`config.mk`:
```
export PLATFORM = sky130hd
export DESIGN_NAME = read_control
export DESIGN_NICKNAME = d
export VERILOG_FILES = /design/src/rtl/sync_fifo_pkg.sv /design/src/rtl/fifo_out_buffer.sv /design/src/rtl/read_control.sv
export SDC_FILE = /design/constraint.sdc
export NUM_CORES = 1
export LEC_CHECK = 0
export CAP_MARGIN = 10
export CELL_PAD_IN_SITES_DETAIL_PLACEMENT = 1
export CELL_PAD_IN_SITES_GLOBAL_PLACEMENT = 1
export CORE_MARGIN = 2
export CORE_UTILIZATION = 42
export CTS_BUF_LIST = sky130_fd_sc_hd__clkbuf_2
export CTS_CLUSTER_SIZE = 25
export DETAILED_ROUTE_END_ITERATION = 12
export MAX_ROUTING_LAYER = met4
export PLACE_DENSITY = 0.95
export SYNTH_ARGS = -nofsm -noshare
export SYNTH_HDL_FRONTEND = slang
export SYNTH_SLANG_ARGS = --single-unit
```
`constraint.sdc`:
```
create_clock -name i_clk -period 12.5 [get_ports i_clk]
set_input_delay 1.875 -clock i_clk [delete_from_list [all_inputs] [get_ports i_clk]]
set_output_delay 1.875 -clock i_clk [all_outputs]
set_load 0.005 [all_outputs]
```
`src/rtl/sync_fifo_pkg.sv`:
```
// Shared types and helpers for the synchronous FIFO read/write controllers.
package sync_fifo_pkg;

    // Occupancy of the 2-entry first-word-fall-through output buffer.
    typedef enum logic [1:0] {
        BUF_EMPTY = 2'd0,
        BUF_ONE   = 2'd1,
        BUF_TWO   = 2'd2
    } buf_state_t;

    // Widest pointer the difference helper handles.
    localparam int PTR_MAX_W = 32;

    // Modular pointer difference a - b, truncated to pw bits (pw = AW+1).
    // Callers zero-extend their pointers and cast the result back down.
    function automatic logic [PTR_MAX_W-1:0] ptr_diff(
        input logic [PTR_MAX_W-1:0] a,
        input logic [PTR_MAX_W-1:0] b,
        input int                   pw
    );
        logic [PTR_MAX_W-1:0] diff;
        logic [PTR_MAX_W-1:0] mask;
        diff = a - b;
        mask = (pw >= PTR_MAX_W) ? '1 : ((32'd1 << pw) - 32'd1);
        return diff & mask;
    endfunction

endpackage

```
`src/rtl/fifo_out_buffer.sv`:
```
// Two-entry first-word-fall-through buffer between the FIFO memory and the consumer.
module fifo_out_buffer
    import sync_fifo_pkg::*;
#(
    parameter int DW = 32
) (
    input  logic          i_clk,
    input  logic          i_rst_n,
    input  logic          i_wr_en,
    input  logic [DW-1:0] i_wr_data,
    input  logic          i_pop,
    output logic [DW-1:0] o_head,
    output logic [1:0]    o_count
);

    buf_state_t    state_q, state_d;
    logic [DW-1:0] head_q, head_d;
    logic [DW-1:0] tail_q, tail_d;

    // Next-state and entry updates; the head always holds the oldest word.
    always_comb begin
        state_d = state_q;
        head_d  = head_q;
        tail_d  = tail_q;
        case (state_q)
            BUF_EMPTY: begin
                if (i_wr_en) begin
                    head_d  = i_wr_data;
                    state_d = BUF_ONE;
                end
            end
            BUF_ONE: begin
                if (i_wr_en && i_pop) begin
                    head_d = i_wr_data;
                end else if (i_wr_en) begin
                    tail_d  = i_wr_data;
                    state_d = BUF_TWO;
                end else if (i_pop) begin
                    state_d = BUF_EMPTY;
                end
            end
            BUF_TWO: begin
                if (i_pop) begin
                    head_d  = tail_q;
                    state_d = BUF_ONE;
                end
            end
            default: begin
                state_d = BUF_EMPTY;
            end
        endcase
    end

    // Buffer registers; reset drops any buffered words.
    always_ff @(posedge i_clk or negedge i_rst_n) begin
        if (!i_rst_n) begin
            state_q <= BUF_EMPTY;
            head_q  <= '0;
            tail_q  <= '0;
        end else begin
            state_q <= state_d;
            head_q  <= head_d;
            tail_q  <= tail_d;
        end
    end

    // Occupancy count decoded from the registered state.
    always_comb begin
        o_count = 2'd0;
        if (state_q == BUF_ONE) o_count = 2'd1;
        if (state_q == BUF_TWO) o_count = 2'd2;
    end

    assign o_head = head_q;

    // The read issue rule never lets a word arrive while both entries are full.
    a_no_write_when_full: assert property (@(posedge i_clk) disable iff (!i_rst_n)
        !((state_q == BUF_TWO) && i_wr_en));

endmodule

```
`src/rtl/read_control.sv`:
```
// Read-side controller of the synchronous FIFO: owns the read pointer, issues
// memory reads and presents a first-word-fall-through valid/ready interface.
module read_control
    import sync_fifo_pkg::*;
#(
    parameter int AW = 10,
    parameter int DW = 32
) (
    input  logic          i_clk,
    input  logic          i_rst_n,
    input  logic          i_ready_d,
    input  logic [AW-1:0] i_almostempty_lvl,
    input  logic [AW:0]   i_wptr,
    input  logic [DW-1:0] i_rdata,
    output logic [AW:0]   o_rptr,
    output logic [AW-1:0] o_raddr,
    output logic          o_ren,
    output logic [DW-1:0] o_rdata,
    output logic          o_valid_d,
    output logic          o_almostempty,
    output logic          o_empty
);

    logic [AW:0]   rptr_q, rptr_d;
    logic          rd_pend_q, rd_pend_d;
    logic [1:0]    buf_cnt;
    logic          mem_empty;
    logic          pop;
    logic [2:0]    occ_after_pop;
    logic [AW:0]   mem_words;
    logic [AW+1:0] avail;

    fifo_out_buffer #(
        .DW (DW)
    ) u_out_buffer (
        .i_clk     (i_clk),
        .i_rst_n   (i_rst_n),
        .i_wr_en   (rd_pend_q),
        .i_wr_data (i_rdata),
        .i_pop     (pop),
        .o_head    (o_rdata),
        .o_count   (buf_cnt)
    );

    // Read issue: only fetch when the word will have a free buffer slot on arrival.
    always_comb begin
        mem_empty     = (i_wptr == rptr_q);
        pop           = o_valid_d & i_ready_d;
        occ_after_pop = {1'b0, buf_cnt} + {2'b00, rd_pend_q} - {2'b00, pop};
        o_ren         = ~mem_empty & (occ_after_pop <= 3'd1);
        rptr_d        = o_ren ? (rptr_q + 1'b1) : rptr_q;
        rd_pend_d     = o_ren;
    end

    // Pointer and in-flight flag; a read in flight at reset is discarded.
    always_ff @(posedge i_clk or negedge i_rst_n) begin
        if (!i_rst_n) begin
            rptr_q    <= '0;
            rd_pend_q <= 1'b0;
        end else begin
            rptr_q    <= rptr_d;
            rd_pend_q <= rd_pend_d;
        end
    end

    // Words available to the consumer: in memory, in flight and buffered.
    always_comb begin
        mem_words     = (AW+1)'(ptr_diff(32'(i_wptr), 32'(rptr_q), AW + 1));
        avail         = {1'b0, mem_words}
                      + {{AW{1'b0}}, buf_cnt}
                      + {{(AW+1){1'b0}}, rd_pend_q};
        o_almostempty = (avail <= {2'b00, i_almostempty_lvl});
    end

    assign o_rptr    = rptr_q;
    assign o_raddr   = rptr_q[AW-1:0];
    assign o_valid_d = (buf_cnt != 2'd0);
    assign o_empty   = ~o_valid_d;

endmodule

```
Word-level counts from Yosys, hierarchy flattened --
Index checks and enable logic that the tools add are counted.
Word-level totals: input port bits 56, register bits 78
Cells by class: bitwise gates (word level) 5, reduce and logical (&&, ||, !) cells 7, add/sub/neg operators 6, equal/unequal tests 8, multiplexer cells 12, $lt $le $gt $ge 2
Operator list (count):
- 32-bit two-way mux | 3
- 32-bit one-hot mux with 3 select lines | 1
- 11-bit by 2-bit adder with 12-bit output | 1
- 12-bit by 1-bit adder with 12-bit output | 1
- 12-bit by 10-bit less-or-equal comparator with 1-bit output | 1
- 2-bit two-way mux | 6
- 11-bit by 1-bit adder with 11-bit output, second input constant | 1
- 11-bit == test | 1
- 11-bit subtractor | 1
- 4-bit AND reduction | 2
- 2-bit one-hot mux with 3 select lines | 1
- 2-bit by 1-bit inequality test with 1-bit output, second input constant | 2
- 2-bit inequality test, second input constant | 2
- 2-bit by 1-bit adder with 3-bit output | 1
- 3-bit by 1-bit less-or-equal comparator with 1-bit output, second input constant | 1
- 3-bit by 2-bit inequality test with 1-bit output, second input constant | 1
- 1-bit NOT | 3
- 3-bit AND reduction | 1
- 3-bit nonzero test | 1
- 3-bit by 1-bit subtractor with 3-bit output | 1
- 1-bit AND | 2
- 2-bit by 1-bit == test with 1-bit output, second input constant | 1
- 2-bit == test, second input constant | 1
- 2-bit zero test | 1
- other kinds (3) | 3

Logic depth before layout (Yosys ltp) --
Gate-level depths: netlist of the first run.
word-level depth 9, mapped depth 17, depth with buffers taken out 17

Cells and area by module --
From an unflattened synthesis of the first run, not the netlist that was laid out.
Unflattened totals: cell total of the unflattened synthesis 383, area, all modules 4793.3 um2
Modules (own cells, without submodules):
- fifo_out_buffer | times used 1, cells each 186, area each 3146.8 um2
- read_control | times used 1, cells each 197, area each 1646.6 um2

Worst setup path before layout of the first run --
Ideal clock, no wire load.
path kind in2out, from input port i_wptr[0], to output port o_almostempty, stages 17, arrival 4883 ps, path buffers 0, slack 5742 ps, cell sequence inv_1 ha_1 fa_1 inv_1 ha_1 a21oi_1 nor2b_1 inv_1 nor3_1 xnor2_1 ha_1 a21oi_1 nor2_1 a2111oi_0 nor2_1 o32ai_1 o21a_1
On the way: word-level cells in the longest chain between the ends 4
RTL lines:
- from (decl) | RTL line read_control.sv:13 | input logic [AW:0] i_wptr,
- 11-bit subtractor | RTL line sync_fifo_pkg.sv:23 | diff = a - b;
- 11-bit by 2-bit adder with 12-bit output | RTL line read_control.sv:70 | + {{AW{1'b0}}, buf_cnt}
- 12-bit by 1-bit adder with 12-bit output | RTL line read_control.sv:71 | + {{(AW+1){1'b0}}, rd_pend_q};
- 12-bit by 10-bit less-or-equal comparator with 1-bit output | RTL line read_control.sv:72 | o_almostempty = (avail <= {2'b00, i_almostempty_lvl});
- to (decl) | RTL line read_control.sv:20 | output logic o_almostempty,
No other way between the ends.

Worst setup path in the final report of the first run --
Ends and elaborated chain as after synthesis.

==> results.md, run 1 <==
- The run finished with clean final reports.
- The synthesized netlist occupies a cell area of 0.00451 sq mm.
- Clock tree synthesis found a total of between 70 and 80 sinks.
- The detailed-route DRC error count is 0.
- In the final layout, flip-flops and latches occupy between 0.0015 and 0.002 sq mm.
- When the netlist entered floorplanning its net count stood at 516.
- For the worst setup path, the data arrival time is 6.37 ns.
- The die footprint is between 0.01 and 0.015 sq mm.
- Averaged over all synthesized cells, the footprint is 10.5 sq um.
- The relative slew slack is 0.271.
- The relative area change from synthesis to final layout is 28.9%.
- Of the cells placed in the final design, the portion with a size suffix greater than 1 is 0.128.
- The final setup violation count is 0.
- The floorplan step set the die width to 108 um.
- The number of buffers between clock root and the deepest sink is 2.
- The number of vias after detailed routing is ~3600.
- Post-CTS timing repair inserted 0 buffers for setup.
- Post-CTS repair changed the size of 0 cells.
- Detailed placement finished with a half-perimeter wire length of 9240 um.
- The overflow left after global routing is 0.
- Static timing analysis puts the maximum clock frequency at between 0.1 and 0.15 GHz.
- The maximum single-stage delay on the critical path is 0.51 ns.
- For this configuration, the core starts out at a cell density of 0.435.
- The number of buffers inserted by port buffering is between 100 and 150.
- The worst setup path is of the input port to primary output kind.
- The signal on the critical path passes through clkdlybuf4s50_1, inv_1, ha_1, fa_1, inv_1, ha_1, a21oi_1, nor2b_1, inv_1, nor3_1, xnor2_1, ha_1, a21oi_1, nor2_1, a2111oi_0, nor2_1, o32ai_1, o21a_1, clkdlybuf4s50_1.
- The total power per unit cell area is 283 mW/mm^2.
- The total power is 1.64 mW.
- During synthesis, Yosys emitted a total of 0 warnings.
- Setup repair after global routing left no endpoint under its margin.
- The setup TNS is 0 ns.
- In the layout the commonest cells are 111 x clkdlybuf4s50_1, 78 x dfrtp_1, 45 x nand2_1.
- The antenna diode instance count is 0.
- The root cell of the clock tree is clkbuf_2.
- The final clock period utilization by the worst path is 0.660.
- STA classifies the critical path endpoint as a primary output.
- The final layout contains 615 nets.
- The share of the core filled with cells is 0.561.
- For this design the static power due to leakage is about 2.5 nW.
- The required time of the critical path is 10.62 ns.
- The overall routed net length is between 10000 and 15000 um.
- The distinct cell type count of the synthesized netlist is 50.
- The most used flip-flop cell after synthesis is dfrtp_1.
- In the synthesized netlist the async set-or-reset flop fraction comes to 1.00.
- Counting flops and latches in the post-synthesis netlist gives 78.
- The deepest level of the CTS H-tree is 3.
- The worst-margin pin slew is 1.09 ns.
- Summing all multi-input logic gate instances after layout gives 0.00233 sq mm.
- In this run the core area contains 37 standard-cell rows.
- Measured along the y axis, the die boundary spans 108 um.
- The slowest stage of the critical path belongs to the cell fa_1.
- The number of antenna violations at the first check in global routing came to 0.
- Of the synthesized area, sequential elements account for 0.433.
- The first global-routing pass estimated 20000 um of wire.
- Routability-driven placement finished with a final weighted congestion of between 0.8 and 0.9.
- For this run, the total global-route usage over all layers was measured as 0.226.
- The path type of the worst min-delay path is register to register.
- The number of hold violations in the final report was 0.
- The floorplan core area is 0.0104 sq mm.
- The clock transition at the registers of the reported paths is 0.25 ns.
- The clock skew is 0.0382 ns.
- The worst vdd rail ir drop is 0.000129 V.
- The average detailed-routed wire length per instance is approximately 18 um.
- Along the worst path, the maximum fanout reaches 3.
- The routed via count divided by cell count is 5.33.
- Fill cells in the final layout number 1128.
- The number of buffers inserted for hold repair after clock tree synthesis is 0.
- The startpoint type of the worst setup path is an input port.
- The shortest period the worst path allows is 8.25 ns.
- After technology mapping, the gate count stands at 429.
- The tool flagged a number of max-cap violations equal to 0.
- TritonCTS created 9 clock buffers.
- The post-detailed-route count of antenna-violating nets is 0.
- Entering global routing, the biggest net connects 79 pins.
- Clock latency on the worst-skew pair, taken at its later pin, is between 0.5 and 0.6 ns.
- The most common library cell in the layout ignoring fill and taps is clkdlybuf4s50_1.
- The first TritonRoute pass finished after 4 iterations.
- In this run, synthesis inferred 0 flip-flops with an integrated enable.
- The max-slew violation count came to 0.
- The total I/O pin count is 113.
- Final hold analysis gives a worst-case slack of 0.516 ns.
- The number of design-rule violations left by the first detailed-router iteration is around 140.
- The clock tree from TritonCTS is yes.
- The number of global-route vias before repair is between 4000 and 5000.
-- cell type report --
type | count | area share
clock inverters | 7 | 0.0138
repair buffers | 113 | 0.194
multi-input cells | 296 | 0.400
inverters | 30 | 0.0194
well taps | 136 | 0.0293
clock buffers | 9 | 0.00775
flip-flops and latches | 78 | 0.336
-- cell usage after synthesis (all sizes together), types with 4 or more instances --
cell type,instances,share of area
xnor2,20,0.039
dfrtp,78,0.43
inv,30,0.025
xor2,9,0.019
a21oi,13,0.016
nor3,7,0.012
nor2b,6,0.010
mux2i,32,0.071
nand4,6,0.0097
ha,28,0.078
o21ai,40,0.044
a211oi,4,0.0094
mux2,32,0.080
nand3,8,0.010
nand2,46,0.038
buf,12,0.019
nor2,16,0.013
clkbuf,13,0.011
-- worst max-delay path, delay by kind of cell --
family,cells,cell delay [ns]
fa+ha+maj,4,1.34
buf+inv,5,1.17
simple gates,4,0.63
xor+xnor,1,0.19
compound gates,5,1.14
-- worst paths after layout --
path,start,to,slack (ns),cells after the start
max in group asynchronous,i_rst_n,u_out_buffer.o_head[12]$_DFFE_PN0P_,10.35,1
worst max register to register,u_out_buffer.state_q[0]$_DFFE_PN0P_,o_rptr[5]$_DFFE_PN0P_,9.55,9
worst min register to register,u_out_buffer.o_head[28]$_DFFE_PN0P_,u_out_buffer.o_head[28]$_DFFE_PN0P_,0.52,2
min in group asynchronous,i_rst_n,u_out_buffer.o_head[13]$_DFFE_PN0P_,1.46,1
worst max-delay path,i_wptr[0],o_almostempty,4.25,19
worst min-delay path,u_out_buffer.o_head[28]$_DFFE_PN0P_,u_out_buffer.o_head[28]$_DFFE_PN0P_,0.52,2
-- through the flow --
step / std cells / cell area, sq um / setup slack [ns]
5_1_grt: 669 / 5810 / 4.03
3_3_place_gp: 653 / 5690 / 4.57
3_5_place_dp: 653 / 5690 / 4.30
2_1_floorplan: 429 / 4510 / 5.74
4_1_cts: 669 / 5810 / 4.27
6_report: 669 / 5810 / 4.25
-- layer usage --
| layer | wire length, um | global-route usage | vias to the layer above | part of all wire |
|---|---|---|---|---|
| met3 | 657 | 0.0527 | 18 | 0.054 |
| met1 | 4840 | 0.251 | 1765 | 0.40 |
| met2 | 6470 | 0.409 | 111 | 0.53 |
| met5 | 0 | - | - | 0 |
| met4 | 184 | 0.0549 | 0 | 0.015 |
| li1 | - | - | 1672 | - |
-- where the power goes --
group	switching [mW]	internal, mW
clock	0.103	0.0496
combinational	0.512	0.501
sequential	0.0943	0.384
total	0.709	0.934
-- registers in the layout, summed over array words and instances, names as in the netlist --
register,flops
o_rptr,11
u_out_buffer.tail_q,32
u_out_buffer.o_head,32
u_out_buffer.state_q,2
rd_pend_q,1
-- cells by family (layout without fill, tap and decap cells) --
family | count (synthesis) | count (layout) | share of synthesized area
AOI/OAI and AO/OA | 71 | 71 | 0.0988
xor gates and xnor gates | 29 | 29 | 0.0580
adders and majority gates | 31 | 31 | 0.0910
buffers and inverters | 55 | 159 | 0.0546
DFF | 78 | 78 | 0.433
muxes | 64 | 64 | 0.151
and+or+nand+nor | 101 | 101 | 0.114
(Power assumes the default switching activity.)
==> run 2, diff against run 1 <==
Settings changed: CORE_UTILIZATION 42 to 35, PLACE_DENSITY 0.95 to 0.9.
Clock period 12.5 ns to 6.8 ns, I/O delays scaled along.
==> run 2 against run 1 <==
  * Die area grew 19%
  * Sequential power up 82%
  * Combinational power rose by 82%
  * Critical path depth down 1
  * Cell count grew 5.4%
  * Clock power up 110%
  * Design area grew 1.3%
  * Total power up 85%
  * Flip-flop and latch count is the same
  * Via count is 0.67% lower
  * Count of clock-buffer cells in the layout is the same
  * Critical endpoint unchanged
  * Largest power group unchanged
==> results.md, run 2 (same netlist as run 1, synthesis figures left out) <==
- The flow ran to the end, and the final reports show no timing, DRC or antenna violations.
- The root cell of the clock tree is clkbuf_2.
- STA classifies the critical path endpoint as a primary output.
- The number of design-rule violations left by the first detailed-router iteration came to 116 (-14%).
- The average detailed-routed wire length per instance is 16.8 um (-7.4%).
- The number of antenna violations at the first check in global routing is 0 (unchanged).
- In this run the critical register-to-register path is launched from u_out_buffer.state_q[0]$_DFFE_PN0P_.
- The sequential cell area was 0.00195 sq mm (unchanged).
- Setup repair after global routing left no endpoint under its margin.
- The relative area change from synthesis to final layout is 30.6%.
- The worst-path cell with the longest stage delay is clkdlybuf4s50_1.
- The cell class contributing the biggest share of worst-path delay is compound AO/OA/AOI/OAI gates.
- The most numerous cell type found on the critical path is nor2_1.
- The antenna diode instance count was 0 (unchanged).
- The maximum operating frequency is 0.156 GHz.
- The post-CTS resize count is 0 (unchanged).
- The overall routed net length is 11900 um (-2.5%).
- The worst reg2reg path endpoint is o_rptr[8]$_DFFE_PN0P_.
- The data arrival at the endpoint of the critical path is 5.39 ns (-0.98 ns).
- The number of buffers between clock root and the deepest sink came to 2 (unchanged).
- The number of cells on the worst hold path is 2 (unchanged).
- The total power per unit cell area is 516 mW/mm^2 (+82%).
- The number of core rows is 41 (+11%).
- The critical path goes through clkdlybuf4s50_1, inv_1, ha_1, fa_1, nand2b_1, a211oi_1, nor2_1, xor2_1, nor3_2, xor2_1, ha_1, nand2_1, nor2_1, a2111oi_0, nor2_1, o32ai_1, o21a_1, clkdlybuf4s50_1.
- The number of buffers added by the clock tree synthesis step is 9 (unchanged).
- The number of buffers inserted for hold repair after clock tree synthesis is 0 (unchanged).
- The number of buffer and inverter stages on the critical path is 3 (-2).
- The flop-to-flop setup slack came to 3.79 ns (-5.76 ns).
- The number of buffers inserted by port buffering is 112 (unchanged).
- TritonCTS built the clock tree.
- The floorplan core area is 0.0126 sq mm (+22%).
- The clock transition at the registers of the reported paths came to 0.20 ns (-0.05 ns).
- The kind of critical path is input port to primary output.
- The path type of the worst min-delay path is register to register.
- The deepest level of the CTS H-tree was 3 (unchanged).
- The cell area after placement is 0.00573 sq mm (+0.79%).
- The maximum single-stage delay on the critical path is 0.50 ns (about the same).
- The number of maximum-capacitance violations came to 0 (unchanged).
- The global-route wire length before repair is 19900 um (-0.55%).
- The number of sinks handled by clock tree synthesis was 78 (unchanged).
- The detailed-route DRC error count came to 0 (unchanged).
- The filler cell count is 1427 (+27%).
- The placer's final routability congestion estimate is 0.854 (-2.8%).
- The fraction of final layout cells with drive strength greater than 1 came to 0.124 (-0.00375).
- The worst hold path terminates at u_out_buffer.o_head[21]$_DFFE_PN0P_.
- The starting utilization of the core area was 0.357 (-0.0775).
- The number of iterations in the first detailed-routing pass was 4 (unchanged).
- The die outline height came to 118 um (+9.2%).
- The final clock period utilization by the worst path is 0.942.
- The worst vdd rail ir drop is 0.000233 V (+81%).
- The clock skew was 0.0198 ns (-0.0184 ns).
- In the layout the commonest cells are 111 x clkdlybuf4s50_1, 78 x dfrtp_1, 45 x nand2_1.
- The total power was 3.04 mW (+85%).
- The overflow left after global routing is 0 (unchanged).
- The area occupied by multi-input gates is 0.00233 sq mm (unchanged).
- The die width is 118 um (+9.2%).
- The number of global-route vias before repair came to 4078 (-1.2%).
- The hold path startpoint is u_out_buffer.o_head[21]$_DFFE_PN0P_.
- The post-detailed-route count of antenna-violating nets came to 0 (unchanged).
- The clock latency on the worst-skew pair is 0.54 ns (about the same).
- The required time of the critical path came to 5.78 ns (-4.84 ns).
- The routed via count divided by cell count is 5.02 (-5.7%).
- The max-slew violation count is 0 (unchanged).
- The number of vias after detailed routing was 3542 (-0.67%).
- The length in cells of the worst reg-to-reg path is 9 (unchanged).
- The relative slew slack is 0.260 (-0.0119).
- The maximum fanout along the worst path is 3 (unchanged).
- The detailed placer's ending HPWL is 8920 um (-3.5%).
- The final setup violation count is 0 (unchanged).
- The number of post-CTS setup repair buffers came to 0 (unchanged).
- The leakage power total is 2.46 nW (+0.33%).
- The startpoint type of the worst setup path is an input port.
- Subtracting the final worst setup slack from the clock period gives approximately 6.4 ns.
- The library cell used most frequently in the layout, excluding fill and tap cells, is clkdlybuf4s50_1.
- The total I/O pin count is 113 (unchanged).
- The post-route cell area was 0.00589 sq mm (+1.3%).
- The die footprint is 0.0138 sq mm (+19%).
- The worst-margin pin slew is 1.11 ns (+0.0178 ns).
- The net total in the final layout was 615 (unchanged).
- The maximum number of pins on one net before global-route repair is 79 (unchanged).
- The number of hold violations in the final report is 0 (unchanged).
- The setup TNS is 0 ns (unchanged).
- The global routing usage summed across all routing layers is 0.183 (-0.0427).
-- run 2: routing by layer --
layer	wire length, um	share of wire	track usage	vias to the layer above
met5	0	0	-	-
met4	331	0.028	0.0798	0
met3	644	0.054	0.0446	29
met2	6090	0.51	0.319	93
met1	4790	0.40	0.199	1764
li1	-	-	-	1656
-- run 2: tightest hold or removal path, stage by stage (launching register included) --
cell     delay (ns)
dfrtp_1        0.39
nand2_1        0.05
o21ai_0        0.06
-- run 2: report_power, final --
part / total [mW] / internal [mW] / switching [mW]
Combinational: 1.84 / 0.917 / 0.925
Sequential: 0.873 / 0.706 / 0.167
Clock: 0.324 / 0.156 / 0.168
-- run 2: layout make-up --
cell class / count / area share
multi-input combinational: 296 / 0.395
sequential: 78 / 0.331
timing repair buffer: 113 / 0.191
tap: 172 / 0.0365
clock inverter: 7 / 0.0191
inverter: 30 / 0.0191
clock buffer: 9 / 0.00764
-- run 2: how the worst max path moves through the flow --
stage,from,end,slack [ns],cells past startpoint
2_1_floorplan,i_wptr[0],o_almostempty,1.75,17
3_3_place_gp,i_wptr[0],o_almostempty,0.64,19
3_5_place_dp,i_wptr[0],o_almostempty,0.36,18
4_1_cts,i_wptr[0],o_almostempty,0.34,18
5_1_grt,i_wptr[0],o_almostempty,0.15,19
6_report,i_wptr[0],o_almostempty,0.39,18
-- run 2: metrics by stage --
step,cells,utilization,worst slack (ns),hold WS [ns]
final,705,0.467,0.392,0.514
after global routing,705,0.467,0.145,0.542
after CTS,705,0.467,0.341,0.521
after detailed placement,689,0.454,0.357,0.475
after global placement,689,0.454,0.636,0.462
after floorplan,429,-,1.75,0.473
